[config.mk]
export PLATFORM = sky130hd
export DESIGN_NAME = serial_add_ctrl
export DESIGN_NICKNAME = d
export VERILOG_FILES = /design/src/rtl/serial_add_ctrl.sv
export SDC_FILE = /design/constraint.sdc
export NUM_CORES = 1
export LEC_CHECK = 0
export ABC_AREA = 1
export CORE_MARGIN = 8
export CORE_UTILIZATION = 44
export CTS_CLUSTER_SIZE = 8
export DETAILED_ROUTE_END_ITERATION = 7
export PLACE_DENSITY_LB_ADDON = 0.08
export SETUP_SLACK_MARGIN = 0.02
export SLEW_MARGIN = 20
export SYNTH_ARGS = -nofsm -noshare
export SYNTH_HDL_FRONTEND = slang
export SYNTH_SLANG_ARGS = --single-unit
[constraint.sdc]
create_clock -name clk -period 2.2 [get_ports clk]
set_clock_uncertainty 0.1 [all_clocks]
set_input_delay 0.33 -clock clk [delete_from_list [all_inputs] [get_ports clk]]
set_output_delay 0.33 -clock clk [all_outputs]
set_load 0.02 [all_outputs]
[src/rtl/serial_add_ctrl.sv]
// rtl/serial_add_ctrl.sv - bit-serial add/subtract sequencer built around a two-half-adder full-adder cell
`timescale 1ns/1ps

module half_adder (
   input  logic x,
   input  logic y,
   output logic s,
   output logic c
);
   assign s = x ^ y;
   assign c = x & y;
endmodule

module serial_add_ctrl #(
   parameter int WIDTH = 32
) (
   input  logic             clk,
   input  logic             rst_n,
   input  logic             in_valid,
   output logic             in_ready,
   input  logic [WIDTH-1:0] a,
   input  logic [WIDTH-1:0] b,
   input  logic             sub,
   output logic             out_valid,
   input  logic             out_ready,
   output logic [WIDTH-1:0] sum,
   output logic             cout,
   output logic             overflow,
   output logic             busy
);
   localparam int IW = (WIDTH > 1) ? $clog2(WIDTH) : 1;

   typedef enum logic [1:0] {
      ST_IDLE = 2'd0,
      ST_RUN  = 2'd1,
      ST_DONE = 2'd2
   } state_t;

   state_t            state_q, state_d;
   logic [WIDTH-1:0]  a_q, a_d;
   logic [WIDTH-1:0]  b_q, b_d;
   logic              carry_q, carry_d;
   logic [IW-1:0]     idx_q, idx_d;
   logic [WIDTH-2:0]  acc_q, acc_d;
   logic [WIDTH-1:0]  sum_q, sum_d;
   logic              cout_q, cout_d;
   logic              ovf_q, ovf_d;

   logic              bit_a, bit_b;
   logic              ha0_s, ha0_c, ha1_c;
   logic              fa_s, fa_c;
   logic              last_bit;
   logic [WIDTH-1:0]  shifted;

   assign bit_a = a_q[idx_q];
   assign bit_b = b_q[idx_q];

   half_adder u_ha0 (
      .x (bit_a),
      .y (bit_b),
      .s (ha0_s),
      .c (ha0_c)
   );

   half_adder u_ha1 (
      .x (ha0_s),
      .y (carry_q),
      .s (fa_s),
      .c (ha1_c)
   );

   assign fa_c     = ha0_c | ha1_c;
   assign last_bit = (idx_q == IW'(WIDTH - 1));
   // New bit enters at the MSB; after WIDTH steps the LSB has walked down to bit 0.
   assign shifted  = {fa_s, acc_q};

   always_ff @(posedge clk or negedge rst_n) begin
      if (!rst_n) begin
         state_q <= ST_IDLE;
         a_q     <= '0;
         b_q     <= '0;
         carry_q <= 1'b0;
         idx_q   <= '0;
         acc_q   <= '0;
         sum_q   <= '0;
         cout_q  <= 1'b0;
         ovf_q   <= 1'b0;
      end else begin
         state_q <= state_d;
         a_q     <= a_d;
         b_q     <= b_d;
         carry_q <= carry_d;
         idx_q   <= idx_d;
         acc_q   <= acc_d;
         sum_q   <= sum_d;
         cout_q  <= cout_d;
         ovf_q   <= ovf_d;
      end
   end

   always_comb begin
      state_d = state_q;
      a_d     = a_q;
      b_d     = b_q;
      carry_d = carry_q;
      idx_d   = idx_q;
      acc_d   = acc_q;
      sum_d   = sum_q;
      cout_d  = cout_q;
      ovf_d   = ovf_q;

      case (state_q)
         ST_IDLE: begin
            if (in_valid) begin
               // Subtraction as A + ~B + 1: the +1 rides in on the initial carry.
               a_d     = a;
               b_d     = sub ? ~b : b;
               carry_d = sub;
               idx_d   = '0;
               state_d = ST_RUN;
            end
         end
         ST_RUN: begin
            carry_d = fa_c;
            acc_d   = shifted[WIDTH-1:1];
            if (last_bit) begin
               sum_d   = shifted;
               cout_d  = fa_c;
               ovf_d   = carry_q ^ fa_c;
               idx_d   = '0;
               state_d = ST_DONE;
            end else begin
               idx_d   = idx_q + IW'(1);
            end
         end
         ST_DONE: begin
            if (out_ready) begin
               state_d = ST_IDLE;
            end
         end
         default: begin
            state_d = ST_IDLE;
         end
      endcase
   end

   assign in_ready  = (state_q == ST_IDLE);
   assign out_valid = (state_q == ST_DONE);
   assign busy      = (state_q != ST_IDLE);
   assign sum       = sum_q;
   assign cout      = cout_q;
   assign overflow  = ovf_q;

endmodule
==> summary.txt, run 1 <==
Pwr
  • Pint: 6990 µW
  • Max VDD drop: 655 µV
  • Sequential power share: 0.386
  • Clk pwr share: 0.269
  • Power share of the combinational group: 0.346
  • Pleak: 0.00371 µW
  • Power per cell area: 1360 nW/µm²
  • Sw Share: 0.357
  • Switching pwr: 3880 µW

Route
  • Initial DRC Count: 293
  • DRT Wirelength: 13500 µm
  • DRC: 0
  • Routed length per instance: 13.3 µm
  • Vias/cell: 4.74
  • Number of detailed-route iterations in the first pass: 5
  • Post-route ant nets: 0
  • Total number of vias: 4787

Hold path
  • Hold crit path type: in2async

GRT
  • Remaining global-route overflow: 0
  • Initial antenna violation count: 0
  • Total track usage: 0.161
  • First-pass GRT wire length: 23200 µm
  • Vias in the first global route: 5002
  • Largest net degree at the start of global routing: 101

Synthesis
  • Synth Warn #: 0
  • Multiplexer area fraction after synthesis: 0
  • FFs w/ async S/R, synth: 1.00
  • Most used flip-flop cell after synthesis: dfrtp_1
  • Largest family of logic cells by synthesized area: simple AND/OR/NAND/NOR gates
  • Synth cell types: 25
  • Most instantiated cells after synthesis: 295 x nand2_1, 137 x dfrtp_1, 69 x o21ai_0
  • Area contributors post-synth: dfrtp_1 56%, nand2_1 18%, o21ai_0 5.6%
  • Number of synthesized register bits: 137
  • EDFF count, synth: 0
  • Leading area contributor after synthesis: dfrtp_1
  • Avg Cell Area, Syn: 8.60 µm²
  • Syn_nets: 783
  • Synthesized area: 6120 µm²
  • Area share of fa/ha/maj cells after synthesis: 0.00736
  • Simple logic cell fraction of the synthesized area: 0.219
  • Top-count cell post-synth: nand2_1
  • Synthesized instance count: 711
  • Top cell type's share of synthesized area: 0.560
  • Register area share after synthesis: 0.560
  • Xor and xnor area share after synthesis: 0.0501
  • Synth Area in Compound Gates: 0.0951

Critical path
  • R2R Path Start: idx_q[0]
  • CP top delay family: simple AND/OR/NAND/NOR gates
  • CP Cell Sequence: inv_2 > buf_4 > nand2_1 > nand2_1 > nand2_1 > nand2_1 > nor2_1 > nand2_1 > nand3_1 > nand2_1 > fa_1 > xnor2_1 > o21ai_2
  • R2R cell count: 13
  • Buffer and inverter count on the worst path: 2
  • Max stage delay on crit path: 0.43 ns
  • Crit-path max FO: 17
  • Reg2reg end: overflow
  • WP data arrival: 2.27 ns
  • Critical Path Start Type: flop
  • CP most frequent cell: nand2_1
  • Slowest cell on crit path: fa_1
  • R2r setup slk: 0.13 ns
  • Crit Path Class: reg2reg
  • CP endpoint kind: flop
  • CP required: 2.40 ns

Clock tree
  • Clk slew on worst S/H paths: 0.06 ns
  • CTS Sinks: 137
  • Max clock buf depth: 2
  • CTS tree: yes
  • Number of CTS-inserted buffers: 17
  • Worst-skew pair later-pin latency: 0.41 ns
  • H-tree depth: 4
  • CTS Root Cell: clkbuf_16

Timing
  • Rel. slew slack: 0.655
  • PnR worst setup slack: 0.135 ns
  • Unrepaired setup endpoints after global routing: yes
  • Final hold viol count: 0
  • Max Slew Vio Count: 0
  • Max Clk Rate: 484 MHz
  • Slew of the pin with the lowest slew margin: 0.517 ns
  • Final period util: 0.939
  • Setup TNS: 0 ns
  • Post-layout min period: 2.07 ns
  • Final setup fails: 0

Outcome
  • Status: completed

Placed design
  • Detail Placement HPWL: 9540 µm
  • Gp weighted congestion: 0.851
  • DP Worst Slack: 0.0767 ns
  • Port bufs: 105

Finish
  • Register Area: 3430 µm²
  • Multi-input gate area: 2280 µm²
  • Nets: 888
  • Share of layout cells above drive strength 1: 0.0869
  • # fillers: 1272
  • Antenna Cells: 0
  • Area grow syn2layout: 30.6%

Run
  • Maxcap violations: 0

Die
  • Starting Density: 0.446
  • Core ar.: 13700 µm²
  • Die Y: 134 µm
  • Die area: 17900 µm²
  • Ports: 106
  • Rows: 43
  • Chip width: 134 µm
[worst max path at each step]
stage | depth (start not counted) | slack, ns | end | from
floorplan | 11 | 0.21 | overflow | idx_q[0]
global placement | 13 | 0.11 | overflow | idx_q[0]
detailed placement | 13 | 0.08 | overflow | idx_q[0]
CTS | 13 | 0.06 | overflow | idx_q[0]
global route | 11 | -0.03 | overflow | idx_q[0]
finish | 13 | 0.13 | overflow | idx_q[0]
[per-layer routing]
layer	track usage	wire [µm]
met5	0	0
met3	0.0453	679
met1	0.188	5990
met2	0.269	6530
met4	0.0724	266
[registers in the layout, indices dropped and copies added, names as in the netlist]
name / count
a_q: 32
acc_q: 31
b_q: 32
carry_q: 1
cout: 1
idx_q: 5
overflow: 1
state_q: 2
sum: 32
[power groups by stage]
stage	Sequential, µW	Clock (µW)	Combinational, µW
after floorplan	4190	0	2520
after global routing	4330	3090	4340
after CTS	4200	2990	3790
after global placement	4210	0	3700
final	4190	2920	3760
after detailed placement	4220	0	3770
[per-stage QoR]
step / util / power, µW / hold slack, ns / cell area, µm² / instances
floorplan: - / 6710 / -0.0656 / 6120 / 711
global placement: 0.536 / 7920 / 0.176 / 7350 / 975
detailed placement: 0.536 / 8000 / 0.183 / 7350 / 975
CTS: 0.581 / 11000 / 0.317 / 7970 / 1008
global route: 0.582 / 11800 / 0.355 / 7990 / 1009
finish: 0.582 / 10900 / 0.301 / 7990 / 1009
[layout make-up]
class,instances,area share
Multi-Input combinational cell,490,0.286
Inverter,44,0.0207
Sequential cell,137,0.430
Tap cell,180,0.0282
Clock buffer,21,0.0589
Clock inverter,11,0.0179
Timing Repair Buffer,126,0.159
[worst reg2reg max path, cell delays in order (launching register included)]
cell and delay (ns):
dfrtp_2 0.42, inv_2 0.05, buf_4 0.19, nand2_1 0.07
nand2_1 0.05, nand2_1 0.05, nand2_1 0.04, nor2_1 0.09
nand2_1 0.05, nand3_1 0.08, nand2_1 0.07, fa_1 0.43
xnor2_1 0.19, o21ai_2 0.08
[timing repair]
item                                    4_1_cts  5_1_grt
setup buffers                                 0        1
endpoints found under the setup margin        0       20
gates resized for setup                       0        4
hold buffers                                  1        0
endpoints found under the hold margin        39        0
[cell usage in the layout, fill, tap and decap left out, types with 3 or more instances in the layout]
master,Yosys,final
nand2_1,295,294
dfrtp_1,137,135
clkdlybuf4s50_1,0,103
o21ai_0,69,68
inv_1,39,39
nand3_1,36,36
xnor2_1,34,34
o21ai_1,25,26
clkbuf_16,0,17
buf_4,11,15
a21oi_1,8,7
inv_2,5,5
nor2_1,5,5
o21ai_2,5,5
buf_12,0,5
clkinv_2,0,4
nand2_2,2,3
bufinv_16,0,3
clkbuf_8,0,3
[kinds of logic after synthesis]
group	Yosys count
and+or+nand+nor	341
DFF	137
AOI/OAI and AO/OA	111
buffers and inverters	84
xor gates and xnor gates	35
adders and majority gates	3
No activity file was read; power rests on OpenSTA's default activity.
==> run 2: changes to the inputs <==
--- a/config.mk
+++ b/config.mk
@@ -7,12 +7,11 @@
 export LEC_CHECK = 0
 export ABC_AREA = 1
 export CORE_MARGIN = 8
-export CORE_UTILIZATION = 44
+export CORE_UTILIZATION = 53
 export CTS_CLUSTER_SIZE = 8
 export DETAILED_ROUTE_END_ITERATION = 7
 export PLACE_DENSITY_LB_ADDON = 0.08
 export SETUP_SLACK_MARGIN = 0.02
-export SLEW_MARGIN = 20
 export SYNTH_ARGS = -nofsm -noshare
 export SYNTH_HDL_FRONTEND = slang
 export SYNTH_SLANG_ARGS = --single-unit
==> run 2 against run 1 <==
  * Wire length grew 0.53%
  * Global-route usage up 3.0 points
  * Hold slack worse by 0.011 ns
  * Die area is 15% lower
  * Sequential power barely moved
  * Power shrank 0.60%
  * Critical path type is now reg2out
  * Critical endpoint is now in_ready
  * Highest routed layer unchanged
==> summary.txt, run 2 (synthesized netlist as in run 1, its figures left out) <==
Timing
  • Final hold viol count: 0
  • Max Slew Vio Count: 0
  • Post-layout min period: 2.05 ns
  • Setup TNS: 0 ns
  • Final setup fails: 0
  • Max Clk Rate: 489 MHz
  • Slew of the pin with the lowest slew margin: 0.513 ns
  • Rel. slew slack: 0.658
  • Unrepaired setup endpoints after global routing: yes
  • Final period util: 0.930

Placed design
  • Gp weighted congestion: 0.881
  • Detail Placement HPWL: 9860 µm
  • Port bufs: 105

Critical path
  • WP data arrival: 1.62 ns
  • Max stage delay on crit path: 0.63 ns
  • Crit Path Class: reg2out
  • R2R Path Start: idx_q[0]
  • Crit-path max FO: 4
  • Buffer and inverter count on the worst path: 1
  • Reg2reg end: overflow
  • CP endpoint kind: primary output
  • Slowest cell on crit path: clkdlybuf4s50_1
  • Critical Path Start Type: flop
  • CP required: 1.77 ns
  • R2r setup slk: 0.16 ns
  • CP top delay family: buffers and inverters
  • R2R cell count: 10
  • CP Cell Sequence: nor2_2 > clkdlybuf4s50_1

Route
  • Initial DRC Count: 366
  • Vias/cell: 5.09
  • DRC: 0
  • Number of detailed-route iterations in the first pass: 5
  • DRT Wirelength: 13500 µm
  • Routed length per instance: 14.0 µm
  • Post-route ant nets: 0
  • Total number of vias: 4942

Finish
  • # fillers: 922
  • Nets: 887
  • Register Area: 3430 µm²
  • Post-layout util: 0.695
  • Antenna Cells: 0
  • Area grow syn2layout: 28.7%
  • Share of layout cells above drive strength 1: 0.0774
  • Most common cell after layout, fill and taps aside: nand2_1
  • Most frequent cells in the layout: 294 x nand2_1, 136 x dfrtp_1, 103 x clkdlybuf4s50_1
  • Multi-input gate area: 2280 µm²

Die
  • Starting Density: 0.540
  • Die area: 15200 µm²
  • Core ar.: 11300 µm²
  • Die Y: 123 µm
  • Rows: 39
  • Chip width: 123 µm
  • Ports: 106

Clock tree
  • H-tree depth: 4
  • CTS Sinks: 137
  • Number of CTS-inserted buffers: 17
  • Clk slew on worst S/H paths: 0.06 ns
  • CTS Root Cell: clkbuf_16
  • Worst-skew pair later-pin latency: 0.41 ns
  • CTS tree: yes
  • Max clock buf depth: 2

Pwr
  • Pleak: 0.00369 µW
  • Power per cell area: 1370 nW/µm²
  • Max VDD drop: 758 µV

Run
  • Maxcap violations: 0

GRT
  • Vias in the first global route: 5054
  • Total track usage: 0.191
  • Initial antenna violation count: 0
  • Remaining global-route overflow: 0
  • Largest net degree at the start of global routing: 59
  • First-pass GRT wire length: 23000 µm

Outcome
  • Status: completed

Hold path
  • Hold crit path type: in2async
## run 2: changes by cell type in the layout (fill, tap and decap cells not counted), moves of 2 or more
cell,change
buf_12,-3
buf_4,+2
clkbuf_1,+4
clkbuf_8,-3
clkinvlp_4,-2
inv_6,-2
## run 2: how the worst max path moves through the flow
stage	startpoint	to	cells after the start
final	state_q[0]	in_ready	2
after global routing	idx_q[0]	overflow	13
after detailed placement	idx_q[1]	sum[11]	10
after global placement	idx_q[0]	overflow	10
after CTS	state_q[0]	in_ready	2
after floorplan	idx_q[0]	overflow	11
## run 2: final cells by class
type | instances | area share
sequential | 137 | 0.436
multi-input combinational | 490 | 0.290
timing repair buffer | 125 | 0.156
clock buffer | 22 | 0.0564
tap | 143 | 0.0227
inverter | 44 | 0.0210
clock inverter | 9 | 0.0189
## run 2: worst register-to-register path, cell delays in order (launching register included)
cell and delay [ns]:
dfrtp_1 0.40, buf_4 0.21, nand2_1 0.08, nand2_1 0.08
a21oi_1 0.14, nand3_1 0.10, nand3_1 0.07, nand2_1 0.08
fa_1 0.41, xnor2_1 0.19, o21ai_2 0.08
## run 2: stage by stage
stage | area [µm²] | hold WS, ns | worst slack, ns | cells | total power [µW]
after floorplan | 6120 | -0.0656 | 0.205 | 711 | 6710
after global placement | 7270 | 0.167 | 0.185 | 938 | 7830
after detailed placement | 7270 | 0.169 | 0.154 | 938 | 7970
after CTS | 7870 | 0.294 | 0.120 | 970 | 10900
after global routing | 7870 | 0.321 | 0.0190 | 970 | 11600
final | 7870 | 0.290 | 0.154 | 970 | 10800
## run 2: what timing repair did
item | CTS | global route
hold endpoints to repair | 39 | 0
resized for setup | 0 | 2
endpoints found under the setup margin | 0 | 26
hold buffers | 1 | 0
buffers inserted | 0 | 0
## run 2: layer usage
metal	wire, µm	track usage	up-vias
li1	-	-	2441
met1	5560	0.220	2373
met2	7060	0.330	107
met3	673	0.0479	21
met4	246	0.0850	0
met5	0	0	-
## run 2: power breakdown
| group | internal [µW] | switching (µW) | total [µW] |
|---|---|---|---|
| Sequential | 3540 | 633 | 4170 |
| Combinational | 1520 | 2240 | 3750 |
| Clock | 1880 | 997 | 2880 |
==> run 3: changes to the inputs <==
--- a/config.mk
+++ b/config.mk
@@ -12,6 +12,7 @@
 export DETAILED_ROUTE_END_ITERATION = 7
 export PLACE_DENSITY_LB_ADDON = 0.08
 export SETUP_SLACK_MARGIN = 0.02
+export SKIP_CTS_REPAIR_TIMING = 1
 export SYNTH_ARGS = -nofsm -noshare
 export SYNTH_HDL_FRONTEND = slang
 export SYNTH_SLANG_ARGS = --single-unit
==> run 3 against run 2 <==
  * Sequential power about the same
  * Largest power group unchanged
  * Worst setup slack about the same
  * Via count fell by 0.14%
  * Hold slack about the same
  * Non-clock buffer count unchanged
  * Wire length is essentially flat
  * Global-route usage hardly changed
  * Register-to-register slack about the same
  * Combinational power barely moved
==> summary.txt, run 3 (synthesized netlist as in run 1, its figures left out) <==
Finish
  • Antenna Cells: 0
  • Area grow syn2layout: 28.7%
  • Non-filler instance count after layout: 970
  • Nets: 887
  • Most common cell after layout, fill and taps aside: nand2_1
  • Most frequent cells in the layout: 294 x nand2_1, 136 x dfrtp_1, 103 x clkdlybuf4s50_1
  • Share of layout cells above drive strength 1: 0.0774

Die
  • Die area: 15200 µm²
  • Chip width: 123 µm
  • Die Y: 123 µm
  • Rows: 39
  • Core ar.: 11300 µm²
  • Starting Density: 0.540
  • Ports: 106

Critical path
  • CP endpoint kind: primary output
  • WP data arrival: 1.62 ns
  • R2r setup slk: 0.16 ns
  • Buffer and inverter count on the worst path: 1
  • Slowest cell on crit path: clkdlybuf4s50_1
  • R2R Path Start: idx_q[0]
  • R2R cell count: 12
  • Max stage delay on crit path: 0.63 ns
  • CP required: 1.77 ns
  • CP Cell Sequence: nor2_2 > clkdlybuf4s50_1
  • CP top delay family: buffers and inverters
  • Reg2reg end: overflow
  • Crit-path max FO: 4
  • CP startpoint: state_q[0]
  • Crit Path Class: reg2out
  • Critical Path Start Type: flop

Pwr
  • Clk pwr share: 0.266
  • Sequential power share: 0.386
  • Overall Power: 10800 µW
  • Switching pwr: 3870 µW
  • Pleak: 0.00369 µW
  • Sw Share: 0.358
  • Pint: 6940 µW
  • Max VDD drop: 757 µV
  • Power share of the combinational group: 0.347
  • Power per cell area: 1370 nW/µm²

Timing
  • Setup TNS: 0 ns
  • Slew of the pin with the lowest slew margin: 0.512 ns
  • Unrepaired setup endpoints after global routing: yes
  • Rel. slew slack: 0.659
  • Max Slew Vio Count: 0
  • Final hold viol count: 0
  • Final setup fails: 0
  • PnR worst setup slack: 0.154 ns
  • Final period util: 0.930
  • Post-layout min period: 2.05 ns
  • Max Clk Rate: 489 MHz

Route
  • DRC: 0
  • Initial DRC Count: 384
  • Post-route ant nets: 0
  • Routed length per instance: 14.0 µm
  • Vias/cell: 5.09
  • DRT Wirelength: 13500 µm
  • Total number of vias: 4935
  • Number of detailed-route iterations in the first pass: 5

Clock tree
  • Number of CTS-inserted buffers: 17
  • CTS Root Cell: clkbuf_16
  • Max clock buf depth: 2
  • CTS Sinks: 137
  • CTS tree: yes
  • H-tree depth: 4
  • Worst-skew pair later-pin latency: 0.41 ns
  • Clk slew on worst S/H paths: 0.06 ns

Placed design
  • DP Worst Slack: 0.154 ns
  • Detail Placement HPWL: 9860 µm
  • Gp weighted congestion: 0.881
  • Port bufs: 105
  • Cell Count Post-Placement: 938

GRT
  • Vias in the first global route: 5034
  • First-pass GRT wire length: 23000 µm
  • Initial antenna violation count: 0
  • Largest net degree at the start of global routing: 59
  • Remaining global-route overflow: 0
  • Total track usage: 0.191

Run
  • Maxcap violations: 0

Hold path
  • Hold crit path type: in2async

Outcome
  • Status: completed
## run 3: worst reg2reg max path: stages, from the launching register on
cell	delay, ns
dfrtp_1	0.40
buf_4	0.21
nand2_1	0.08
nand2_1	0.05
nand2_1	0.05
nand2_1	0.05
nor2_1	0.09
nand2_1	0.06
nand3_1	0.08
nand2_1	0.08
fa_1	0.43
xnor2_1	0.19
o21ai_2	0.08
## run 3: how the worst max path moves through the flow
stage                     slack [ns]        to  cells after the start
after global placement          0.18  overflow                     10
after global routing            0.02  overflow                     13
after detailed placement        0.15   sum[11]                     10
after floorplan                 0.21  overflow                     11
after CTS                       0.12  in_ready                      2
final                           0.15  in_ready                      2
## run 3: power by group through the flow
stage / registers, µW / logic, µW / clock network [µW]
CTS: 4180 / 3800 / 2920
detailed placement: 4200 / 3770 / 0
global route: 4300 / 4280 / 3040
global placement: 4170 / 3660 / 0
finish: 4180 / 3750 / 2880
floorplan: 4190 / 2520 / 0
## run 3: layout make-up
class | count | area [µm²]
repair buffers | 125 | 1220
clock buffers | 22 | 444
fillers | 922 | 3450
multi-input cells | 490 | 2280
clock inverters | 9 | 149
flip-flops and latches | 137 | 3430
inverters | 44 | 165
well taps | 143 | 179
## run 3: metal layers
layer / global-route usage / share of wire
met4: 0.0850 / 0.018
met5: 0 / 0
met2: 0.329 / 0.52
met1: 0.220 / 0.41
met3: 0.0479 / 0.054
## run 3: stage by stage
step / hold slack [ns] / utilization / instance area (µm²)
final: 0.290 / 0.695 / 7870
after CTS: -0.276 / 0.694 / 7860
after global placement: 0.167 / 0.642 / 7270
after detailed placement: 0.169 / 0.642 / 7270
after global routing: 0.321 / 0.695 / 7870
after floorplan: -0.0656 / - / 6120
